==> src/rtl/bcd_to_bin.sv <==
// rtl/bcd_to_bin.sv - three-digit BCD to 10-bit binary converter, reverse double-dabble
module bcd_to_bin (
  input  logic       clock,
  input  logic       reset,
  input  logic       start,
  input  logic [3:0] bcd_hundreds,
  input  logic [3:0] bcd_tens,
  input  logic [3:0] bcd_ones,
  output logic       busy,
  output logic       done,
  output logic       error,
  output logic [9:0] result
);

  typedef enum logic [1:0] {IDLE, SHIFT, DONE} state_t;

  state_t      state;
  logic [11:0] bcd;
  logic [9:0]  bin;
  logic [3:0]  cnt;

  logic [21:0] shifted;
  logic [11:0] bcd_next;
  logic [9:0]  bin_next;
  logic        invalid;

  function automatic logic [3:0] adjust(input logic [3:0] d);
    return (d >= 4'd8) ? d - 4'd3 : d;
  endfunction

  // One step: shift {bcd,bin} right, then pull back any digit that borrowed a half-ten.
  always_comb begin
    shifted  = {bcd, bin} >> 1;
    bin_next = shifted[9:0];
    bcd_next = {adjust(shifted[21:18]), adjust(shifted[17:14]), adjust(shifted[13:10])};
    invalid  = (bcd_hundreds > 4'd9) || (bcd_tens > 4'd9) || (bcd_ones > 4'd9);
  end

  always_ff @(posedge clock or negedge reset) begin
    if (!reset) begin
      state  <= IDLE;
      bcd    <= '0;
      bin    <= '0;
      cnt    <= '0;
      busy   <= 1'b0;
      done   <= 1'b0;
      error  <= 1'b0;
      result <= '0;
    end else begin
      case (state)
        IDLE: begin
          done <= 1'b0;
          if (start) begin
            bcd <= {bcd_hundreds, bcd_tens, bcd_ones};
            bin <= '0;
            cnt <= '0;
            if (invalid) begin
              state  <= DONE;
              done   <= 1'b1;
              error  <= 1'b1;
              result <= '0;
            end else begin
              state <= SHIFT;
              busy  <= 1'b1;
            end
          end
        end
        SHIFT: begin
          bcd <= bcd_next;
          bin <= bin_next;
          cnt <= cnt + 4'd1;
          if (cnt == 4'd9) begin
            state  <= DONE;
            busy   <= 1'b0;
            done   <= 1'b1;
            error  <= 1'b0;
            result <= bin_next;
          end
        end
        DONE: begin
          state <= IDLE;
          done  <= 1'b0;
        end
        default: begin
          state <= IDLE;
          busy  <= 1'b0;
          done  <= 1'b0;
        end
      endcase
    end
  end

endmodule

==> config.mk <==
export PLATFORM = sky130hd
export DESIGN_NAME = bcd_to_bin
export DESIGN_NICKNAME = d
export VERILOG_FILES = /design/src/rtl/bcd_to_bin.sv
export SDC_FILE = /design/constraint.sdc
export NUM_CORES = 1
export LEC_CHECK = 0
export CAP_MARGIN = 20
export CORE_ASPECT_RATIO = 1.2
export CORE_MARGIN = 2
export CORE_UTILIZATION = 52
export DETAILED_ROUTE_END_ITERATION = 16
export HOLD_SLACK_MARGIN = 0.12
export PLACE_DENSITY = 0.73
export SLEW_MARGIN = 20
export SYNTH_ARGS = -nofsm -noshare
export SYNTH_HDL_FRONTEND = slang
export SYNTH_SLANG_ARGS = --single-unit
==> constraint.sdc <==
create_clock -name clock -period 1.5 [get_ports clock]
set_input_delay 0.3 -clock clock [delete_from_list [all_inputs] [get_ports clock]]
set_output_delay 0.3 -clock clock [all_outputs]
set_load 0.01 [all_outputs]
* After elaboration in Yosys (flattened, before gate mapping)
Cells that the tools add are included.
** Storage, ports and cells
- Flip-flop bits (word level) :: 41
- Bits of input ports :: 15
- Logic and storage cells :: 62
** Cells by class
- Add/sub/neg operators :: 4
- Magnitude comparators :: 6
- Eq/ne operators :: 7
- Muxes and demuxes :: 28
- Bitwise gates (word level) :: 1
- Reductions and logical operators :: 8
** Operators with widths (count)
- 10-bit 2-to-1 mux :: 4
- 10-bit case mux with 2 select lines :: 2
- 12-bit case mux with 2 select lines :: 1
- 4-bit 2-to-1 mux :: 4
- 4-bit > comparator, second input constant :: 3
- 12-bit 2-to-1 mux :: 1
- 4-bit greater-or-equal comparator, second input constant :: 2
- 1-bit 2-to-1 mux :: 8
- 2-bit inequality test, second input constant :: 4
- 4-bit case mux with 2 select lines :: 1
- 4-bit AND reduction :: 2
- 4-bit by 2-bit subtractor with 4-bit output, second input constant :: 2
- 2-bit 2-to-1 mux :: 3
- 4-bit by 1-bit adder with 4-bit output, second input constant :: 1
- 4-bit == test, second input constant :: 1
- 3-bit by 4-bit greater-or-equal comparator with 1-bit output, second input constant :: 1
- 1-bit case mux with 2 select lines :: 2
- 2-bit case mux with 2 select lines :: 1
- 2-bit AND reduction :: 2
- 3-bit by 2-bit subtractor with 4-bit output, second input constant :: 1
- 1-bit case mux with 3 select lines :: 1
- 2-bit by 1-bit == test with 1-bit output, second input constant :: 1
- 2-bit == test, second input constant :: 1
- 2-bit zero test :: 1
- other kinds (3) :: 4

* Logic depth before layout (Yosys ltp)
Gate-level depths: netlist of the first run.
- Word-level depth :: 6
- Gate-level depth with buffers :: 7

* Worst setup path before layout of the first run
Ideal clock, no wire load.
- Kind :: register to register
- Start point :: register cnt[1]
- End point :: register result[0]
- Arrival :: 1266 ps
- Required time :: 1379 ps
- Path slack :: 113 ps
- Cell stages (with the launch flop) :: 8
- Buffers on the path :: 1
- Cells stage by stage :: dfrtp_1 inv_1 ha_1 nand3b_4 mux2i_1 nand2_1 buf_6 a22o_1
** On the way
- Longest elaborated chain between the ends :: 3
** RTL lines
- from (decl) :: line 20 : logic [3:0] cnt;
- from (signal assigned) :: line 71 : cnt <= cnt + 4'd1;
- 4-bit == test :: line 72 : if (cnt == 4'd9) begin
- 2-bit inequality test (no source line)
- 4-bit AND reduction (no source line)
- to (signal assigned) :: line 77 : result <= bin_next;
- to (decl) :: line 12 : output logic [9:0] result
Every way passes these cells.
A chain may end at the register's enable or synchronous reset.

* Worst setup path in the final report of the first run
- Start point :: input port bcd_ones[2]
- End point :: register result[3]
** On the way
- Longest elaborated chain between the ends :: 4
** RTL lines
- from (decl) :: line 8 : input logic [3:0] bcd_ones,
- 4-bit > comparator :: line 36 : invalid = (bcd_hundreds > 4'd9) || (bcd_tens > 4'd9) || (bcd_ones > 4'd9);
- 1-bit logical OR :: line 36
- 2-bit inequality test (no source line)
- 4-bit AND reduction (no source line)
Every way passes these cells.

==> results of run 1 <==
## worst min path at each step
stage,from,end,slack (ns)
2_1_floorplan,reset,bcd[0],0.004
3_3_place_gp,reset,cnt[0],0.38
3_5_place_dp,reset,cnt[3],0.39
4_1_cts,busy,busy,0.48
5_1_grt,busy,busy,0.53
6_report,busy,busy,0.48
## layer usage
| metal | GRT usage | wire, um |
|---|---|---|
| met1 | 0.252 | 1790 |
| met2 | 0.422 | 2440 |
| met3 | 0.0463 | 154 |
| met4 | 0.0732 | 59 |
| met5 | 0 | 0 |
## Yosys cell counts (all sizes together)
master,number
mux2i,4
a41oi,1
a31oi,3
a2bb2oi,1
a22o,20
and3,2
xnor2,2
o221a,2
buf,8
o22ai,7
nand2,15
nor2,13
dfrtp,40
o21ai,11
nor3b,2
xor2,3
a21oi,11
nand2b,3
nor2b,2
nand3b,1
inv,10
o21a,1
nand3,1
ha,6
nor3,2
and3b,1
nand4,1
o22a,2
## cell families (layout without fill, tap and decap cells)
family | Yosys count | in the layout | share of synthesized area
flops | 40 | 40 | 0.525
fa+ha+maj | 6 | 6 | 0.0393
simple gates | 43 | 44 | 0.119
mux | 4 | 4 | 0.0210
xor+xnor | 5 | 5 | 0.0230
buf+inv | 18 | 73 | 0.0492
compound gates | 59 | 59 | 0.224
## repair_timing
item,in CTS,in global routing
setup endpoints to repair,18,15
resized for setup,9,14
hold buffers,1,0
hold endpoints to repair,40,0
pin swaps,0,2
gates cloned,0,1
## report_power, final
group          total (uW)  internal [uW]  switching, uW
clock                 695            324            371
sequential           1640           1350            291
combinational        1800            885            919
total                4140           2550           1580
## registers in the layout, indices dropped and copies added, names as in the netlist
signal	count
busy	1
done	1
result	10
cnt	4
error	1
bin	9
state	2
bcd	12
## worst reg2reg max path, stage by stage (launching register included)
cell	delay, ns
dfrtp_1	0.50
inv_2	0.08
a41oi_2	0.32
nand2_2	0.16
a22o_1	0.26
## metrics by stage
step	cells	setup TNS, ns
final	270	0
after global routing	270	0
after CTS	269	0
after detailed placement	260	-5.98
after global placement	260	-5.56
after floorplan	175	0
## final cells by class
type	instances	area, um^2	share of cell area
Clock inverter	3	18.8	0.00741
Clock buffer	5	68.8	0.0272
Timing Repair Buffer	55	493	0.195
Multi-Input combinational cell	118	863	0.341
Tap cell	39	48.8	0.0193
Inverter	10	37.5	0.0148
Sequential cell	40	1000	0.395
==> run_results.csv, run 1 <==
group,metric,value,unit
run_status,status,"complete, no violations",
layout,drive_above_1_share,0.234,
logic_synthesis,synth_top_area_share,0.525,
logic_synthesis,yosysSeqAreaShare,0.525,
grt,grt_usage,0.229,
layout,final_util,0.708,
floorplan,die_h,70.4,um
worst_setup_path,ff2ff_path_depth,4,
logic_synthesis,ys_types,36,
grt,grt_antenna_before_repair,0,
clock_tree,root_buffer,"clkbuf_8",
worst_hold_path,whs_path_depth,2,
worst_setup_path,crit_buf_inv,1,
logic_synthesis,synth_area_leaders,"dfrtp_1, a22o_1, ha_1",
worst_setup_path,crit_end,"result[3]",
floorplan,initial_core_util,0.534,
layout,mostFrequentLayoutCell,"dfrtp_1",
worst_setup_path,path_depth,5,
layout,fillers,268,
logic_synthesis,synth_nets,196,
grt,grt_overflow,0,
worst_hold_path,min_path_type,"register to register",
drt,num_vias,1527,
drt,wl_per_cell,16.5,um
worst_setup_path,critPathLaunch,"bcd_ones[2]",
timing,worst_pin_slew,0.502,ns
worst_setup_path,rr_endpoint,"result[3]",
worst_setup_path,cpPeakStageDelay,0.49,ns
worst_setup_path,worstSetupPathType,"input port to register",
worst_setup_path,cp-start-kind,"input port",
clock_tree,cts_max_path_buffers,2,
clock_tree,clock-sinks,40,
timing,setup_violations,0,
logic_synthesis,yosys_warnings,0,
timing,clock_skew,0.00720,ns
worst_setup_path,critPathMaxFanout,5,
floorplan,io_pins,28,
worst_setup_path,arrival,1.63,ns
floorplan,dieArea,0.00417,mm^2
timing,relSlewSlack,0.665,
grt,grt_max_degree,41,
logic_synthesis,syn_area,0.00191,mm^2
clock_tree,cts_setup_buffers,0,
floorplan,core,0.00357,mm^2
worst_setup_path,critPathCaptureType,"register",
power_and_ir_drop,vdd_drop_max,0.851,mV
power_and_ir_drop,p_total,4140,uW
job,cap_violations,0,
timing,worst_slack,0.0479,ns
drt,drtAntennaViolNets,0,
drt,first_pass_iters,4,
clock_tree,cts_tree,"built",
layout,n_antenna_cell,0,
floorplan,die_w,59.3,um
worst_setup_path,crit_slowest_cell,"clkdlybuf4s50_1",
place,port_buffers,27,
place,pre_cts_ws,-0.334,ns
timing,finalHoldViolCount,0,
clock_tree,clk_latency,0.29,ns
floorplan,fp-row-count,24,
layout,design_area,0.00253,mm^2
worst_setup_path,ff2ff_setup_slack,0.09,ns
worst_setup_path,cp_top_family,"compound AO/OA/AOI/OAI gates",
logic_synthesis,synth_area_leader_cell,"dfrtp_1",
place,dp_hpwl,3170,um
layout,nNetsFinal,251,
clock_tree,cts_buffers,5,
worst_setup_path,crit-reg2reg-launch,"state[0]",
timing,whs,0.483,ns
clock_tree,cts.htree.levels,2,
place,placedInstanceArea,0.00238,mm^2
place,gp_congestion,0.780,
power_and_ir_drop,power_leakage,0.00132,uW
grt,grt_pass1_wl,7220,um
logic_synthesis,avgSynthCellArea,10.9,um^2
logic_synthesis,synth_seq_cells,40,
timing,rsz0062_at_grt,"no",
timing,period_share,0.968,
logic_synthesis,synthCells,175,
timing,fmax,689,MHz
power_and_ir_drop,powerDensity,1630,mW/mm^2
layout,final_cell_mix,"dfrtp_1, buf_4, a22o_1, nand2_1, clkdlybuf4s50_1",
worst_setup_path,required,1.68,ns
worst_setup_path,cp_cell_sequence,"clkdlybuf4s50_1 -> o21ai_1 -> a41oi_2 -> nand2_2 -> a22o_1",
timing,report.final.slew_viol_count,0,
drt,drt-total-wl,4450,um
layout,area_delta_synth_final,32.7,%
timing,period_minus_slack,1.45,ns
drt,initialDrtViolationCount,55,
drt,viasPerCell,5.66,
drt,drc_errors,0,
clock_tree,clk_pin_slew,0.08,ns
grt,grt_pass1_vias,1610,
No activity file was read; power rests on OpenSTA's default activity.
==> run 2: changes to the inputs <==
--- a/config.mk
+++ b/config.mk
@@ -8,11 +8,11 @@
 export CAP_MARGIN = 20
 export CORE_ASPECT_RATIO = 1.2
 export CORE_MARGIN = 2
-export CORE_UTILIZATION = 52
+export CORE_UTILIZATION = 49
 export DETAILED_ROUTE_END_ITERATION = 16
 export HOLD_SLACK_MARGIN = 0.12
-export PLACE_DENSITY = 0.73
-export SLEW_MARGIN = 20
+export PLACE_DENSITY = 0.69
+export SLEW_MARGIN = 40
 export SYNTH_ARGS = -nofsm -noshare
 export SYNTH_HDL_FRONTEND = slang
 export SYNTH_SLANG_ARGS = --single-unit
==> run 2 against run 1 <==
Effect of this change: highest routed layer unchanged; first-iteration DRC count is 58% higher; setup slack better by 0.0039 ns; cell area increased by 1.1%; critical path type unchanged; die area grew 5.7%; via count increased by 1.7%; worst hold slack gained 0.019 ns; clock power up 29%; combinational power about the same; clock-buffer cell count stayed put; register-to-register slack barely moved; critical path depth rose by 1; power rose by 3.9%.
==> run_results.csv, run 2 (synthesized netlist as in run 1, its figures left out) <==
group,metric,value,unit
power_and_ir_drop,vdd_drop_max,0.878,mV
place,dp_hpwl,3000,um
drt,initialDrtViolationCount,87,
timing,period_share,0.965,
drt,num_vias,1553,
layout,design_area,0.00256,mm^2
clock_tree,root_buffer,"clkbuf_8",
grt,grt_max_degree,41,
grt,grt_pass1_vias,1594,
drt,drtAntennaViolNets,0,
drt,drt-total-wl,4370,um
timing,clock_skew,0.0117,ns
clock_tree,cts_buffers,5,
place,placedInstanceArea,0.00237,mm^2
worst_setup_path,cp-start-kind,"input port",
clock_tree,clock-sinks,40,
worst_setup_path,crit-reg2reg-launch,"cnt[1]",
worst_setup_path,critPathLaunch,"bcd_tens[3]",
floorplan,initial_core_util,0.517,
timing,setup_violations,0,
grt,grt_usage,0.224,
worst_setup_path,cp_cell_sequence,"clkdlybuf4s50_1 -> o21ai_1 -> a41oi_2 -> buf_4 -> nand2_4 -> a22o_1",
layout,area_delta_synth_final,34.2,%
timing,setup_tns,0,ns
grt,grt_overflow,0,
worst_setup_path,arrival,1.63,ns
place,port_buffers,27,
floorplan,io_pins,28,
drt,viasPerCell,5.49,
layout,drive_above_1_share,0.229,
worst_hold_path,hold_path.startpoint,"result[2]",
place,gp_congestion,0.793,
power_and_ir_drop,powerDensity,1680,mW/mm^2
worst_setup_path,worstSetupPathType,"input port to register",
power_and_ir_drop,power_leakage,0.00131,uW
place,place_inst,271,
layout,regMostFlops,"bcd",
clock_tree,clk_latency,0.29,ns
timing,rsz0062_at_grt,"no",
clock_tree,cts_max_path_buffers,2,
layout,stdcell_count,283,
clock_tree,cts.htree.levels,2,
run_status,status,"complete, no violations",
floorplan,die_h,72.4,um
floorplan,fp-row-count,24,
grt,grt_pass1_wl,7380,um
clock_tree,cts_tree,"built",
floorplan,die_w,61.0,um
job,cap_violations,0,
timing,relSlewSlack,0.660,
timing,fmax,691,MHz
layout,n_antenna_cell,0,
timing,period_minus_slack,1.45,ns
timing,worst_pin_slew,0.510,ns
worst_setup_path,cp_top_family,"buffers and inverters",
worst_setup_path,crit_slowest_cell,"clkdlybuf4s50_1",
floorplan,dieArea,0.00441,mm^2
clock_tree,clk_pin_slew,0.08,ns
worst_setup_path,critPathCaptureType,"register",
timing,report.final.slew_viol_count,0,
worst_setup_path,cpPeakStageDelay,0.48,ns
worst_setup_path,crit_buf_inv,2,
layout,final_cell_mix,"dfrtp_1, buf_4, a22o_1, nand2_1, clkdlybuf4s50_1",
drt,wl_per_cell,15.4,um
layout,largest_reg_flops,12,
floorplan,core,0.00369,mm^2
layout,top_regs,"bcd: 12 flops, result: 10 flops, bin: 9 flops",
layout,nNetsFinal,251,
layout,mostFrequentLayoutCell,"dfrtp_1",
grt,grt_antenna_before_repair,0,
drt,drc_errors,0,
timing,finalHoldViolCount,0,
worst_setup_path,required,1.68,ns
drt,first_pass_iters,4,
worst_hold_path,min_path_type,"register to register",
worst_setup_path,critPathMaxFanout,6,
## run 2: metal layers
metal / track usage / wire length, um / vias up
li1: - / - / 735
met1: 0.279 / 1850 / 751
met2: 0.381 / 2260 / 55
met3: 0.0463 / 187 / 12
met4: 0.0749 / 74 / 0
met5: 0 / 0 / -
## run 2: what timing repair did
item | in CTS | in global routing
buffers inserted | 0 | 2
gates resized for setup | 14 | 9
pin swaps | 0 | 1
hold buffers | 1 | 0
cloned | 1 | 0
endpoints found under the setup margin | 20 | 14
endpoints found under the hold margin | 40 | 0
## run 2: worst reg2reg max path, delay by kind of cell (launching register included)
family / cells / cell delay [ns]
flops: 1 / 0.39
compound gates: 1 / 0.25
mux: 1 / 0.24
simple gates: 2 / 0.21
fa+ha+maj: 1 / 0.14
buf+inv: 1 / 0.08
## run 2: power breakdown
part           internal [uW]  leakage [uW]  switching, uW  total [uW]
Combinational            862      0.000736            910        1770
Sequential              1350      0.000518            282        1630
Clock                    501     0.0000548            395         896
## run 2: final timing paths
check,endpoint,slack [ns],cells after the start
min in group asynchronous,bin[8],0.60,3
setup / recovery,result[7],0.05,6
hold / removal,result[2],0.50,1
setup reg to reg,result[7],0.09,6
max in group asynchronous,result[8],0.55,3
hold reg to reg,result[2],0.50,1
## run 2: area by class of cell
class	count	area (um^2)
Timing Repair Buffer	55	477
Clock buffer	5	68.8
Inverter	10	37.5
Sequential cell	40	1000
Clock inverter	3	46.3
Multi-Input combinational cell	118	865
Fill cell	300	1130
Tap cell	52	65.1
## run 2: per-stage QoR
stage / total power (uW) / setup WS [ns] / hold WS (ns) / utilization
5_1_grt: 4600 / 0.00548 / 0.535 / 0.693
4_1_cts: 4240 / 0.000773 / 0.513 / 0.680
3_3_place_gp: 3220 / -0.305 / 0.379 / 0.642
2_1_floorplan: 2680 / 0.113 / 0.00441 / -
6_report: 4300 / 0.0518 / 0.502 / 0.693
3_5_place_dp: 3290 / -0.369 / 0.386 / 0.642
==> run 3: changes to the inputs <==
--- a/config.mk
+++ b/config.mk
@@ -8,10 +8,10 @@
 export CAP_MARGIN = 20
 export CORE_ASPECT_RATIO = 1.2
 export CORE_MARGIN = 2
-export CORE_UTILIZATION = 49
+export CORE_UTILIZATION = 57
 export DETAILED_ROUTE_END_ITERATION = 16
-export HOLD_SLACK_MARGIN = 0.12
-export PLACE_DENSITY = 0.69
+export HOLD_SLACK_MARGIN = 0.06
+export PLACE_DENSITY = 0.79
 export SLEW_MARGIN = 40
 export SYNTH_ARGS = -nofsm -noshare
 export SYNTH_HDL_FRONTEND = slang
==> constraint.sdc (replaced) <==
create_clock -name clock -period 1.76 [get_ports clock]
set_input_delay 0.352 -clock clock [delete_from_list [all_inputs] [get_ports clock]]
set_output_delay 0.352 -clock clock [all_outputs]
set_load 0.01 [all_outputs]
==> run 3 against run 2 <==
Effect of this change: cell area shrank 6.3%; routed wire length decreased by 11%; critical path depth unchanged; highest routed layer unchanged; die area shrank 13%.
==> run_results.csv, run 3 (synthesized netlist as in run 1, its figures left out) <==
group,metric,value,unit
worst_setup_path,crit_end,"result[7]",
timing,report.final.slew_viol_count,0,
clock_tree,cts.htree.levels,2,
layout,area_delta_synth_final,25.8,%
timing,worst_pin_slew,0.488,ns
floorplan,die_h,67.4,um
job,cap_violations,0,
layout,design_area,0.00240,mm^2
drt,viasPerCell,5.86,
layout,n_antenna_cell,0,
floorplan,dieArea,0.00383,mm^2
timing,rsz0062_at_grt,"no",
clock_tree,clock-sinks,40,
grt,grt_pass1_wl,6560,um
worst_setup_path,worstSetupPathType,"register to register",
worst_setup_path,cp-start-kind,"register",
floorplan,fp-row-count,23,
timing,period_minus_slack,1.59,ns
drt,drtAntennaViolNets,0,
grt,grt_pass1_vias,1500,
drt,num_vias,1489,
worst_setup_path,required,1.95,ns
worst_setup_path,crit-reg2reg-launch,"cnt[1]",
timing,relSlewSlack,0.674,
clock_tree,clk_latency,0.29,ns
timing,fmax,627,MHz
drt,wl_per_cell,15.4,um
clock_tree,cts_setup_buffers,0,
timing,clock_skew,0.00377,ns
power_and_ir_drop,power_leakage,0.00113,uW
clock_tree,cts_tree,"built",
worst_setup_path,critPathMaxFanout,11,
worst_hold_path,min_path_type,"input port to async pin",
drt,initialDrtViolationCount,57,
grt,grt_antenna_before_repair,0,
grt,grt_usage,0.227,
timing,finalHoldViolCount,0,
floorplan,io_pins,28,
clock_tree,root_buffer,"clkbuf_8",
worst_setup_path,critPathCaptureType,"register",
clock_tree,cts_max_path_buffers,2,
clock_tree,hold_buffers,0,
worst_setup_path,rr_endpoint,"result[7]",
floorplan,core,0.00328,mm^2
floorplan,initial_core_util,0.582,
layout,final_cell_mix,"dfrtp_1, clkdlybuf4s50_1, a22o_1, nand2_1, buf_4",
floorplan,die_w,56.8,um
run_status,status,"complete, no violations",
layout,largest_reg_flops,12,
clock_tree,clk_pin_slew,0.08,ns
drt,first_pass_iters,4,
timing,worst_slack,0.165,ns
drt,top_layer,"met4",
layout,top_regs,"bcd: 12 flops, result: 10 flops, bin: 9 flops",
layout,drive_above_1_share,0.161,
worst_setup_path,arrival,1.78,ns
layout,mostFrequentLayoutCell,"dfrtp_1",
drt,dr_wl_met2,2050,um
power_and_ir_drop,vdd_drop_max,1.04,mV
drt,drt-met1-wl,1600,um
place,gp_congestion,0.764,
power_and_ir_drop,powerDensity,1440,mW/mm^2
worst_setup_path,ff2ff_setup_slack,0.17,ns
clock_tree,cts_resized,0,
drt,route.met3.wl,199,um
place,dp_hpwl,2950,um
grt,grt_overflow,0,
place,port_buffers,27,
clock_tree,cts_buffers,5,
timing,period_share,0.906,
grt,grt_max_degree,41,
drt,drc_errors,0,
place,placedInstanceArea,0.00229,mm^2
layout,nNetsFinal,237,
worst_setup_path,ff2ff_path_depth,6,
drt,drt-total-wl,3910,um
place,pre_cts_ws,-0.0733,ns
power_and_ir_drop,p_total,3460,uW
worst_setup_path,critPathLaunch,"cnt[1]",
layout,regMostFlops,"bcd",
timing,setup_violations,0,
run 3: worst min-delay path by stage:
stage | startpoint | to | slack (ns) | cells past startpoint
4_1_cts | reset | bin[8] | 0.12 | 2
3_3_place_gp | reset | bin[9] | 0.43 | 2
2_1_floorplan | reset | bcd[0] | 0.06 | 0
3_5_place_dp | reset | bin[8] | 0.43 | 2
6_report | reset | bcd[0] | 0.10 | 2
5_1_grt | reset | bin[8] | 0.15 | 2
run 3: critical path, stage by stage, from the launching register on:
cell and delay, ns:
dfrtp_1 0.40, inv_1 0.08, ha_1 0.21, nand3b_4 0.09
mux2i_1 0.14, nand2_1 0.25, a22o_1 0.32
run 3: area by class of cell:
cell class / instances / area [um^2]
Clock inverter: 3 / 42.5
Clock buffer: 5 / 68.8
Tap cell: 37 / 46.3
Sequential cell: 40 / 1000
Timing Repair Buffer: 42 / 390
Fill cell: 249 / 881
Inverter: 10 / 37.5
Multi-Input combinational cell: 117 / 813
run 3: metrics by stage:
stage | util | instances | TNS [ns] | hold WS, ns
CTS | 0.732 | 254 | 0 | 0.119
global route | 0.732 | 254 | 0 | 0.149
floorplan | - | 175 | 0 | 0.0564
detailed placement | 0.698 | 246 | -0.661 | 0.428
global placement | 0.698 | 246 | -0.896 | 0.427
finish | 0.732 | 254 | 0 | 0.102
run 3: where the power goes:
group | internal (uW) | switching, uW | total, uW
clock network | 419 | 321 | 740
registers | 1150 | 260 | 1410
logic | 634 | 681 | 1310
total | 2200 | 1260 | 3460
run 3: layer usage:
metal / up-vias / global-route usage
li1: 711 / -
met1: 720 / 0.243
met2: 49 / 0.416
met3: 9 / 0.0632
met4: 0 / 0.105
met5: - / 0
